`src/rtl/fire_enc_lfsr_pkg.sv`:
```
`default_nettype none
// ============================================================================
// Module      : fire_enc_lfsr_pkg
// Description : Shared constants for the Fire-code codec: code geometry,
//               generator polynomial g(x)=(x^15+1)(x^9+x^4+1) and the
//               encoder state encodings. Syndrome units reuse these too.
// Revision    : 1.0 - initial release
// ============================================================================
package fire_enc_lfsr_pkg;

    localparam int N     = 64;              // codeword length
    localparam int K     = 40;              // message length
    localparam int R     = N - K;           // parity length, degree of g(x)
    localparam int CNT_W = 6;               // width of the absorbed-bit counter

    // g(x) with the implicit x^24 term dropped: bits 19,15,9,4,0
    localparam logic [R-1:0] POLY = 24'h088211;

    localparam int ST_W = 2;
    localparam logic [ST_W-1:0] ST_IDLE = 2'd0;
    localparam logic [ST_W-1:0] ST_RUN  = 2'd1;
    localparam logic [ST_W-1:0] ST_DONE = 2'd2;

endpackage : fire_enc_lfsr_pkg
`default_nettype wire

```
`src/rtl/fire_enc_lfsr_if.sv`:
```
`default_nettype none
// ============================================================================
// Module      : fire_enc_lfsr_if
// Description : Controller <-> encoder datapath bundle.
//   data_in   K  message, sampled on the start edge      (controller -> enc)
//   shift     1  absorb one message bit on this edge     (controller -> enc)
//   remainder R  running LFSR remainder, MSB = x^(R-1)   (enc -> controller)
//   count     6  message bits absorbed so far, 0..K      (enc -> controller)
//   busy      1  encoder is absorbing bits               (enc -> controller)
//   done      1  remainder is final                      (enc -> controller)
// Revision    : 1.0 - initial release
// ============================================================================
interface fire_enc_lfsr_if;
    import fire_enc_lfsr_pkg::*;

    logic [K-1:0]     data_in;
    logic             shift;
    logic [R-1:0]     remainder;
    logic [CNT_W-1:0] count;
    logic             busy;
    logic             done;

    modport master (
        output data_in,
        output shift,
        input  remainder,
        input  count,
        input  busy,
        input  done
    );

    modport slave (
        input  data_in,
        input  shift,
        output remainder,
        output count,
        output busy,
        output done
    );

endinterface : fire_enc_lfsr_if
`default_nettype wire

```
`src/rtl/gf2_div_step.sv`:
```
`default_nettype none
// ============================================================================
// Module      : gf2_div_step
// Description : One step of serial polynomial division over GF(2) in Galois
//               form. Shifts the remainder up by one and folds in the next
//               dividend bit; when the coefficient leaving the top is set,
//               g(x) is subtracted (XOR with POLY).
//   i_rem      R  current remainder, MSB = x^(R-1) coefficient
//   i_bit      1  next dividend bit (MSB-first)
//   o_next_rem R  remainder after absorbing i_bit
// Revision    : 1.0 - initial release
// ============================================================================
module gf2_div_step #(
    parameter int           R    = 24,
    parameter logic [R-1:0] POLY = 24'h088211
) (
    input  wire logic [R-1:0] i_rem,
    input  wire logic         i_bit,
    output logic      [R-1:0] o_next_rem
);

    logic w_fb;

    assign w_fb       = i_bit ^ i_rem[R-1];
    assign o_next_rem = {i_rem[R-2:0], 1'b0} ^ (w_fb ? POLY : '0);

endmodule : gf2_div_step
`default_nettype wire

```
`src/rtl/fire_enc_lfsr.sv`:
```
`default_nettype none
// ============================================================================
// Module      : fire_enc_lfsr
// Description : Serial Fire-code encoder datapath. On the start edge the
//               K-bit message is latched and its MSB absorbed; each further
//               shift edge absorbs the next bit into an R-bit Galois LFSR
//               dividing by g(x). After K bits the remainder equals
//               x^R*m(x) mod g(x) and done is raised.
//   clk   1  system clock, rising edge
//   rst   1  asynchronous, active-low reset
//   bus      fire_enc_lfsr_if.slave (data_in, shift, remainder, count,
//            busy, done)
// Revision    : 1.0 - initial release
// ============================================================================
module fire_enc_lfsr
    import fire_enc_lfsr_pkg::*;
(
    input  wire logic       clk,
    input  wire logic       rst,
    fire_enc_lfsr_if.slave  bus
);

    localparam logic [CNT_W-1:0] c_cnt_one  = CNT_W'(1);
    localparam logic [CNT_W-1:0] c_cnt_last = CNT_W'(K - 1);
    localparam logic [CNT_W-1:0] c_cnt_full = CNT_W'(K);

    logic [ST_W-1:0]  r_state;
    logic [ST_W-1:0]  w_state_next;

    logic [K-1:0]     r_buf;
    logic [R-1:0]     r_rem;
    logic [CNT_W-1:0] r_count;
    logic             r_busy;
    logic             r_done;

    logic             w_load;
    logic             w_step;
    logic             w_busy_d;
    logic             w_done_d;
    logic [R-1:0]     w_step_rem;
    logic             w_step_bit;
    logic [R-1:0]     w_next_rem;

    // ------------------------------------------------------------------
    // State register (busy/done are registered alongside the state so
    // every output comes straight from a flop)
    // ------------------------------------------------------------------
    always_ff @(posedge clk or negedge rst) begin
        if (!rst) begin
            r_state <= ST_IDLE;
            r_busy  <= 1'b0;
            r_done  <= 1'b0;
        end else begin
            r_state <= w_state_next;
            r_busy  <= w_busy_d;
            r_done  <= w_done_d;
        end
    end

    // ------------------------------------------------------------------
    // Next-state logic
    // ------------------------------------------------------------------
    always_comb begin
        w_state_next = r_state;
        case (r_state)
            ST_IDLE: begin
                // A one-bit message completes on its own start edge.
                if (bus.shift) begin
                    w_state_next = (c_cnt_one == c_cnt_full) ? ST_DONE : ST_RUN;
                end
            end
            ST_RUN: begin
                if (bus.shift && (r_count == c_cnt_last)) begin
                    w_state_next = ST_DONE;
                end
            end
            ST_DONE: begin
                if (!bus.shift) begin
                    w_state_next = ST_IDLE;
                end
            end
            default: w_state_next = ST_IDLE;
        endcase
    end

    // ------------------------------------------------------------------
    // Output / control decode
    // ------------------------------------------------------------------
    always_comb begin
        w_load   = 1'b0;
        w_step   = 1'b0;
        w_busy_d = 1'b0;
        w_done_d = 1'b0;
        if (r_state == ST_IDLE) begin
            w_load = bus.shift;
        end
        if (r_state == ST_RUN) begin
            w_step = bus.shift;
        end
        w_busy_d = (w_state_next == ST_RUN);
        w_done_d = (w_state_next == ST_DONE);
    end

    // A start restarts the division from zero using the incoming MSB,
    // so nothing from the previous job leaks into the new remainder.
    assign w_step_rem = w_load ? '0 : r_rem;
    assign w_step_bit = w_load ? bus.data_in[K-1] : r_buf[K-1];

    gf2_div_step #(
        .R    (R),
        .POLY (POLY)
    ) u_div_step (
        .i_rem      (w_step_rem),
        .i_bit      (w_step_bit),
        .o_next_rem (w_next_rem)
    );

    // ------------------------------------------------------------------
    // Datapath: message buffer, remainder, bit counter
    // ------------------------------------------------------------------
    always_ff @(posedge clk or negedge rst) begin
        if (!rst) begin
            r_buf   <= '0;
            r_rem   <= '0;
            r_count <= '0;
        end else if (w_load) begin
            r_buf   <= bus.data_in << 1;
            r_rem   <= w_next_rem;
            r_count <= c_cnt_one;
        end else if (w_step) begin
            r_buf   <= r_buf << 1;
            r_rem   <= w_next_rem;
            r_count <= r_count + c_cnt_one;
        end
    end

    assign bus.remainder = r_rem;
    assign bus.count     = r_count;
    assign bus.busy      = r_busy;
    assign bus.done      = r_done;

endmodule : fire_enc_lfsr
`default_nettype wire

```
`src/flat_wrapper.sv`:
```
// flat-port wrapper written by rule: the top's interface ports become plain ports
module fire_enc_lfsr_flat import fire_enc_lfsr_pkg::*;
  (clk, rst, bus_data_in, bus_shift, bus_remainder, bus_count, bus_busy, bus_done);
  fire_enc_lfsr_if bus_i ();
  input  wire logic clk;
  input  wire logic rst;
  input wire logic [$bits(bus_i.data_in)-1:0] bus_data_in;
  input wire logic [$bits(bus_i.shift)-1:0] bus_shift;
  output wire logic [$bits(bus_i.remainder)-1:0] bus_remainder;
  output wire logic [$bits(bus_i.count)-1:0] bus_count;
  output wire logic [$bits(bus_i.busy)-1:0] bus_busy;
  output wire logic [$bits(bus_i.done)-1:0] bus_done;
  assign bus_i.data_in = bus_data_in;
  assign bus_i.shift = bus_shift;
  assign bus_remainder = bus_i.remainder;
  assign bus_count = bus_i.count;
  assign bus_busy = bus_i.busy;
  assign bus_done = bus_i.done;
  fire_enc_lfsr u_core (.clk(clk), .rst(rst), .bus(bus_i));
endmodule
```
`config.mk`:
```
export PLATFORM = sky130hd
export DESIGN_NAME = fire_enc_lfsr_flat
export DESIGN_NICKNAME = d
export VERILOG_FILES = /design/src/rtl/fire_enc_lfsr_pkg.sv /design/src/rtl/fire_enc_lfsr_if.sv /design/src/rtl/gf2_div_step.sv /design/src/rtl/fire_enc_lfsr.sv /design/src/flat_wrapper.sv
export SDC_FILE = /design/constraint.sdc
export NUM_CORES = 1
export LEC_CHECK = 0
export CORE_ASPECT_RATIO = 0.75
export CORE_MARGIN = 1
export CORE_UTILIZATION = 40
export DETAILED_ROUTE_END_ITERATION = 12
export SLEW_MARGIN = 10
export SYNTH_ARGS = -nofsm -noshare
export SYNTH_HDL_FRONTEND = slang
export SYNTH_HIERARCHICAL = 1
export SYNTH_SLANG_ARGS = --single-unit
```
`constraint.sdc`:
```
create_clock -name clk -period 2.9 [get_ports clk]
set_input_delay 0.87 -clock clk [delete_from_list [all_inputs] [get_ports clk]]
set_output_delay 0.87 -clock clk [all_outputs]
set_load 0.03 [all_outputs]
```
Word-level counts from Yosys, hierarchy flattened:

Cells that the tools add are included.

* eq/ne operators: 5
* muxes and demuxes: 15
* bitwise logic cells: 2
* reduce and logical (&&, ||, !) cells: 3
* add/sub/neg operators: 1

Operator list (count)
* 2-to-1 mux 40 bit: 2
* 2-to-1 mux 24 bit: 3
* bitwise XOR 24 x 20 -> 24 bit: 1
* 2-to-1 mux 20 bit: 1
* 2-to-1 mux 6 bit: 2
* adder 6 x 1 -> 6 bit (second input constant): 1
* == test 6 bit (second input constant): 1
* 2-to-1 mux 2 bit: 3
* case mux 2 bit (3 select lines): 1
* == test 2 x 1 -> 1 bit (second input constant): 2
* == test 2 bit (second input constant): 2
* 2-to-1 mux 1 bit: 3
* zero test 2 bit: 1
* nonzero test 2 bit: 1
* logical AND 1 bit: 1
* bitwise XOR 1 bit: 1

* word-level logic and storage cells: 32
* input port bits: 43
* register bits: 74
* output and inout bits: 32

Logic depth before layout (Yosys ltp):

* depth in word-level cells: 8
* gate-level depth with buffers: 7
* depth with buffers taken out: 4

Modules after synthesis:

Netlist, hierarchy kept.

Modules (own cells, without submodules)
* fire_enc_lfsr: area an instance 3344.5 um^2, times used 1, cells each 292, seq. area each 1826.8 um^2
* gf2_div_step: area an instance 259.0 um^2, times used 1, cells each 26, seq. area each 0.0 um^2

Least setup slack after synthesis:

No wires, ideal clock.

* path kind: input port to flip-flop
* start: input bus_shift
* end: register u_core.r_rem[15] (netlist: u_core/bus.remainder[15])
* stages on the path: 5
* library setup time: 125 ps
* data required time: 2775 ps
* buffers on the path: 1
* path slack: 422 ps
* arrival time: 2353 ps
* path through: nor3b_2 > mux2_2 > buf_2 > xor3_1 > mux2_2

* longest elaborated chain between the ends: 7
* elaborated cells on any way between the ends: 10
* those cells by class: mux (7); bitwise (2); reduce/logical (1)

RTL lines
* start, declared: line flat_wrapper.sv:8 `input wire logic [$bits(bus_i.shift)-1:0] bus_shift;`
* 2-to-1 mux 1 bit *: line fire_enc_lfsr.sv:94 `if (r_state == ST_IDLE) begin`
* 2-to-1 mux 1 bit *: line fire_enc_lfsr.sv:107 `assign w_step_bit = w_load ? bus.data_in[K-1] : r_buf[K-1];`
* via u_core.w_step_bit: line fire_enc_lfsr.sv:41 `logic w_step_bit;`
* bitwise XOR 1 bit *: line gf2_div_step.sv:24 `assign w_fb = i_bit ^ i_rem[R-1];`
* 2-to-1 mux 20 bit *: line gf2_div_step.sv:25 `assign o_next_rem = {i_rem[R-2:0], 1'b0} ^ (w_fb ? POLY : '0);`
* bitwise XOR 24 x 20 -> 24 bit *: line gf2_div_step.sv:25
* via u_core.w_next_rem[15]: line fire_enc_lfsr.sv:42 `logic [R-1:0] w_next_rem;`
* 2-to-1 mux 24 bit: line fire_enc_lfsr.sv:130 `end else if (w_step) begin`
* 2-to-1 mux 24 bit *: line fire_enc_lfsr.sv:126 `end else if (w_load) begin`
* end signal, assigned: line fire_enc_lfsr.sv:128 `r_rem <= w_next_rem;`
* end signal, assigned: line fire_enc_lfsr.sv:132 `r_rem <= w_next_rem;`
* end, declared: line fire_enc_lfsr.sv:31 `logic [R-1:0] r_rem;`

Mark *: on every way through the listed nets, which the timed path passes. The rest lies on a longest branch. The select of a mux whose other input is x is not followed.
A chain may end at the register's enable or synchronous reset.

Worst setup path in the final report:

* start: input bus_shift
* end: register u_core.r_rem[19] (netlist: u_core/bus.remainder[19])

Same word-level chain as after synthesis.

==> metrics <==
status=finished with violations; failing checks=design-rule violations; CTS buffer count=9; global-route wire length before repair=between 10,000 and 15,000 microns; worst min-delay path class=register to register; Worst Hold Endpoint=u_core/r_buf[16]; Nets=roughly 420; die span in y=about 84 microns; Slew Viols, Final=0; Synthesized Nets=362; fill cell count=between 700 and 800; DR vias=around 2,300; CTS tree=yes; clk slew on worst S/H paths=about 0.050 ns; Initial Utilization=0.419; Hold Path Depth=2; worst skew pair latency=0.32 ns; Startpoint Class=input port; sw power=1.73 mW; combinational power share=0.442; reg2reg setup slack=about 1 ns; Setup-failing EPs final=0; Die Span X=~110 microns; Critical Path Fanout Max=5; clock share of power=0.196; Most common cell on crit path=mux2_2; Inst Count DP=~470; I/O pin cnt=75; Max Cap Violations=0; CTS H-tree lvls=3; post-route insts no fill=slightly below 500; RSZ-0062 raised after global routing=no; Antenna Cells=0; # DRC=12; Syn-to-layout area delta=25.9%; worst stage delay on the critical path=around 0.49 ns; vias per inst=around 4.8; synth warn=6; largest net degree at the start of global routing=57; CTS root buffer=clkbuf_16; Mapped Avg Cell Area=11.3 sq um; CP max stage cell=clkdlybuf4s50_1; port bufs=74; initial antenna violation count=0; post-CTS setup buffers=0; final WL=6670 microns; #FFs+latches synth=73; Worst Setup Path Type=input port to register; Worst setup EP type=register; Worst Hold Launch=u_core/r_buf[16]; layout cells sized above 1=0.144; fin crit period=2.48 ns; worst path bufs/invs=1; GP Congestion=around 0.73; Leak=around 2.2 nW; Final Skew=approximately 0.0090 ns; sequential fraction of design power=0.361; Post-DP Area=0.00428 sq mm; sequential fraction of the synthesis area=0.507; Routed Antenna Nets=0; fraction of power spent switching nets=0.354; number of gates resized after CTS=0; Design Area, Final=around 0.0045 sq mm; R2R cell count=4; worst path cell trace=clkdlybuf4s50_1 -> nor3b_4 -> mux2_2 -> xor3_1 -> mux2_2; cell count after synthesis=around 320; clock sinks=73; maximum clock insertion buffer count=2; endpoints failing hold=0; pwr dens=between 1000 and 1500 mW/mm^2; P_int=approximately 3.2 mW; VDD IR-drop max=0.650 mV; Tcrit/Tclk final=0.855; per-cell routed wire length=around 14 microns; Reg-to-Reg End=u_core/bus.remainder[19]; Worst slew margin=0.491; vias in the first global route=~2,200; Max Fclk=roughly 0.40 GHz; core area=0.00860 sq mm; Yosys cell types=27; DP Wirelength=~4400 microns; Critical Path RT=about 3.1 ns; PnR Total Power=between 4 and 5 mW; Initial DRC Count=116; setup TNS=0 ns; area of the mapped netlist=around 0.0036 sq mm; CP delay by family, top=multiplexers; die footprint=0.00940 sq mm; row cnt=29; drt first pass iters=8; Worst-Margin Slew=approximately 0.76 ns; Critical Path AT=~2.7 ns; GR Overflow Total=0; reg2reg start=u_core/r_state[1]; number of hold buffers added after cts=0; total global-route track usage=0.154
worst min-delay path, delay by kind of cell (launching register included):
kind	cells	cell delay, ns
DFF	1	0.34
AOI/OAI and AO/OA	1	0.06
and+or+nand+nor	1	0.04
logic make-up after synthesis:
logic type,after synthesis,share of synthesized area
buffers and inverters,42,0.0760
muxes,65,0.190
xor gates and xnor gates,5,0.0288
and+or+nand+nor,85,0.123
adders and majority gates,1,0.00347
AOI/OAI and AO/OA,47,0.0719
DFF,73,0.507
how the worst max path moves through the flow:
stage / cells after the start / slack, ns / start / end
detailed placement: 5 / 0.10 / bus_shift / u_core/bus.remainder[19]
finish: 5 / 0.42 / bus_shift / u_core/bus.remainder[19]
global placement: 5 / 0.09 / bus_shift / u_core/bus.remainder[19]
CTS: 5 / 0.44 / bus_shift / u_core/bus.remainder[15]
floorplan: 5 / 0.42 / bus_shift / u_core/bus.remainder[15]
global route: 5 / 0.36 / bus_shift / u_core/bus.remainder[19]
through the flow:
stage / setup WS, ns / utilization / hold slack (ns)
after global placement: 0.0921 / 0.498 / 0.461
final: 0.421 / 0.528 / 0.477
after global routing: 0.358 / 0.528 / 0.504
after CTS: 0.439 / 0.528 / 0.482
after floorplan: 0.422 / - / 0.446
after detailed placement: 0.104 / 0.498 / 0.470
placed cells by master (no fill, tap or decap), drive strengths merged, types with 2 or more instances in the layout:
master,n
a22o,2
a31o,2
and2b,5
buf,10
clkbuf,11
clkdlybuf4s50,73
clkinv,3
dfrtp,73
mux2,26
mux2i,39
nand2,45
nand2b,2
nand3,7
nand3b,2
nor2b,19
o21ai,41
or4b,2
xor3,4
per-layer routing:
| metal | share of wire | routed length, microns | GRT usage |
|---|---|---|---|
| met5 | 0 | 0 | 0 |
| met4 | 0.0035 | 23 | 0.0479 |
| met2 | 0.44 | 2910 | 0.223 |
| met1 | 0.50 | 3360 | 0.221 |
| met3 | 0.055 | 364 | 0.0484 |
area by class of cell:
type / count / area [sq um] / share of cell area
Sequential cell: 73 / 1830 / 0.403
Multi-Input combinational cell: 203 / 1510 / 0.333
Timing Repair Buffer: 83 / 806 / 0.178
Clock buffer: 11 / 233 / 0.0513
Tap cell: 108 / 135 / 0.0298
Clock inverter: 4 / 22.5 / 0.00496
Inverter: 1 / 3.75 / 0.000827
registers in the layout, summed over array words and instances, names as in the netlist:
register              cells
u_core/bus.busy           1
u_core/bus.count          6
u_core/bus.done           1
u_core/bus.remainder     24
u_core/r_buf             39
u_core/r_state            2
power by group through the flow:
stage / sequential (mW) / clock (mW) / combinational, mW
2_1_floorplan: 2.11 / 0 / 1.34
3_3_place_gp: 1.78 / 0 / 2.15
3_5_place_dp: 1.79 / 0 / 2.18
4_1_cts: 1.77 / 0.997 / 2.19
5_1_grt: 1.83 / 1.04 / 2.34
6_report: 1.76 / 0.960 / 2.16
Yosys cell counts:
| master | instances | area, sq um |
|---|---|---|
| dfrtp_1 | 73 | 1830 |
| nand2_1 | 45 | 169 |
| o21ai_0 | 41 | 205 |
| mux2i_1 | 39 | 390 |
| mux2_2 | 26 | 293 |
| buf_4 | 24 | 180 |
| nor2b_1 | 19 | 119 |
| buf_2 | 9 | 45.0 |
| nand3_1 | 7 | 35.0 |
| clkbuf_1 | 6 | 22.5 |
| and2b_1 | 5 | 37.5 |
| xor3_1 | 4 | 95.1 |
| a22o_1 | 2 | 17.5 |
| a31o_2 | 2 | 17.5 |
| buf_6 | 2 | 22.5 |
| nand3b_1 | 2 | 15.0 |
| or4b_1 | 2 | 20.0 |
| a211o_1 | 1 | 8.76 |
| ha_1 | 1 | 12.5 |
| inv_1 | 1 | 3.75 |
| nand2b_1 | 1 | 6.26 |
| nand2b_4 | 1 | 13.8 |
| nor3b_2 | 1 | 12.5 |
| nor4_1 | 1 | 6.26 |
| nor4bb_1 | 1 | 10.0 |
| o211a_1 | 1 | 10.0 |
| xor2_1 | 1 | 8.76 |
Power figures use the tool's default switching activity.
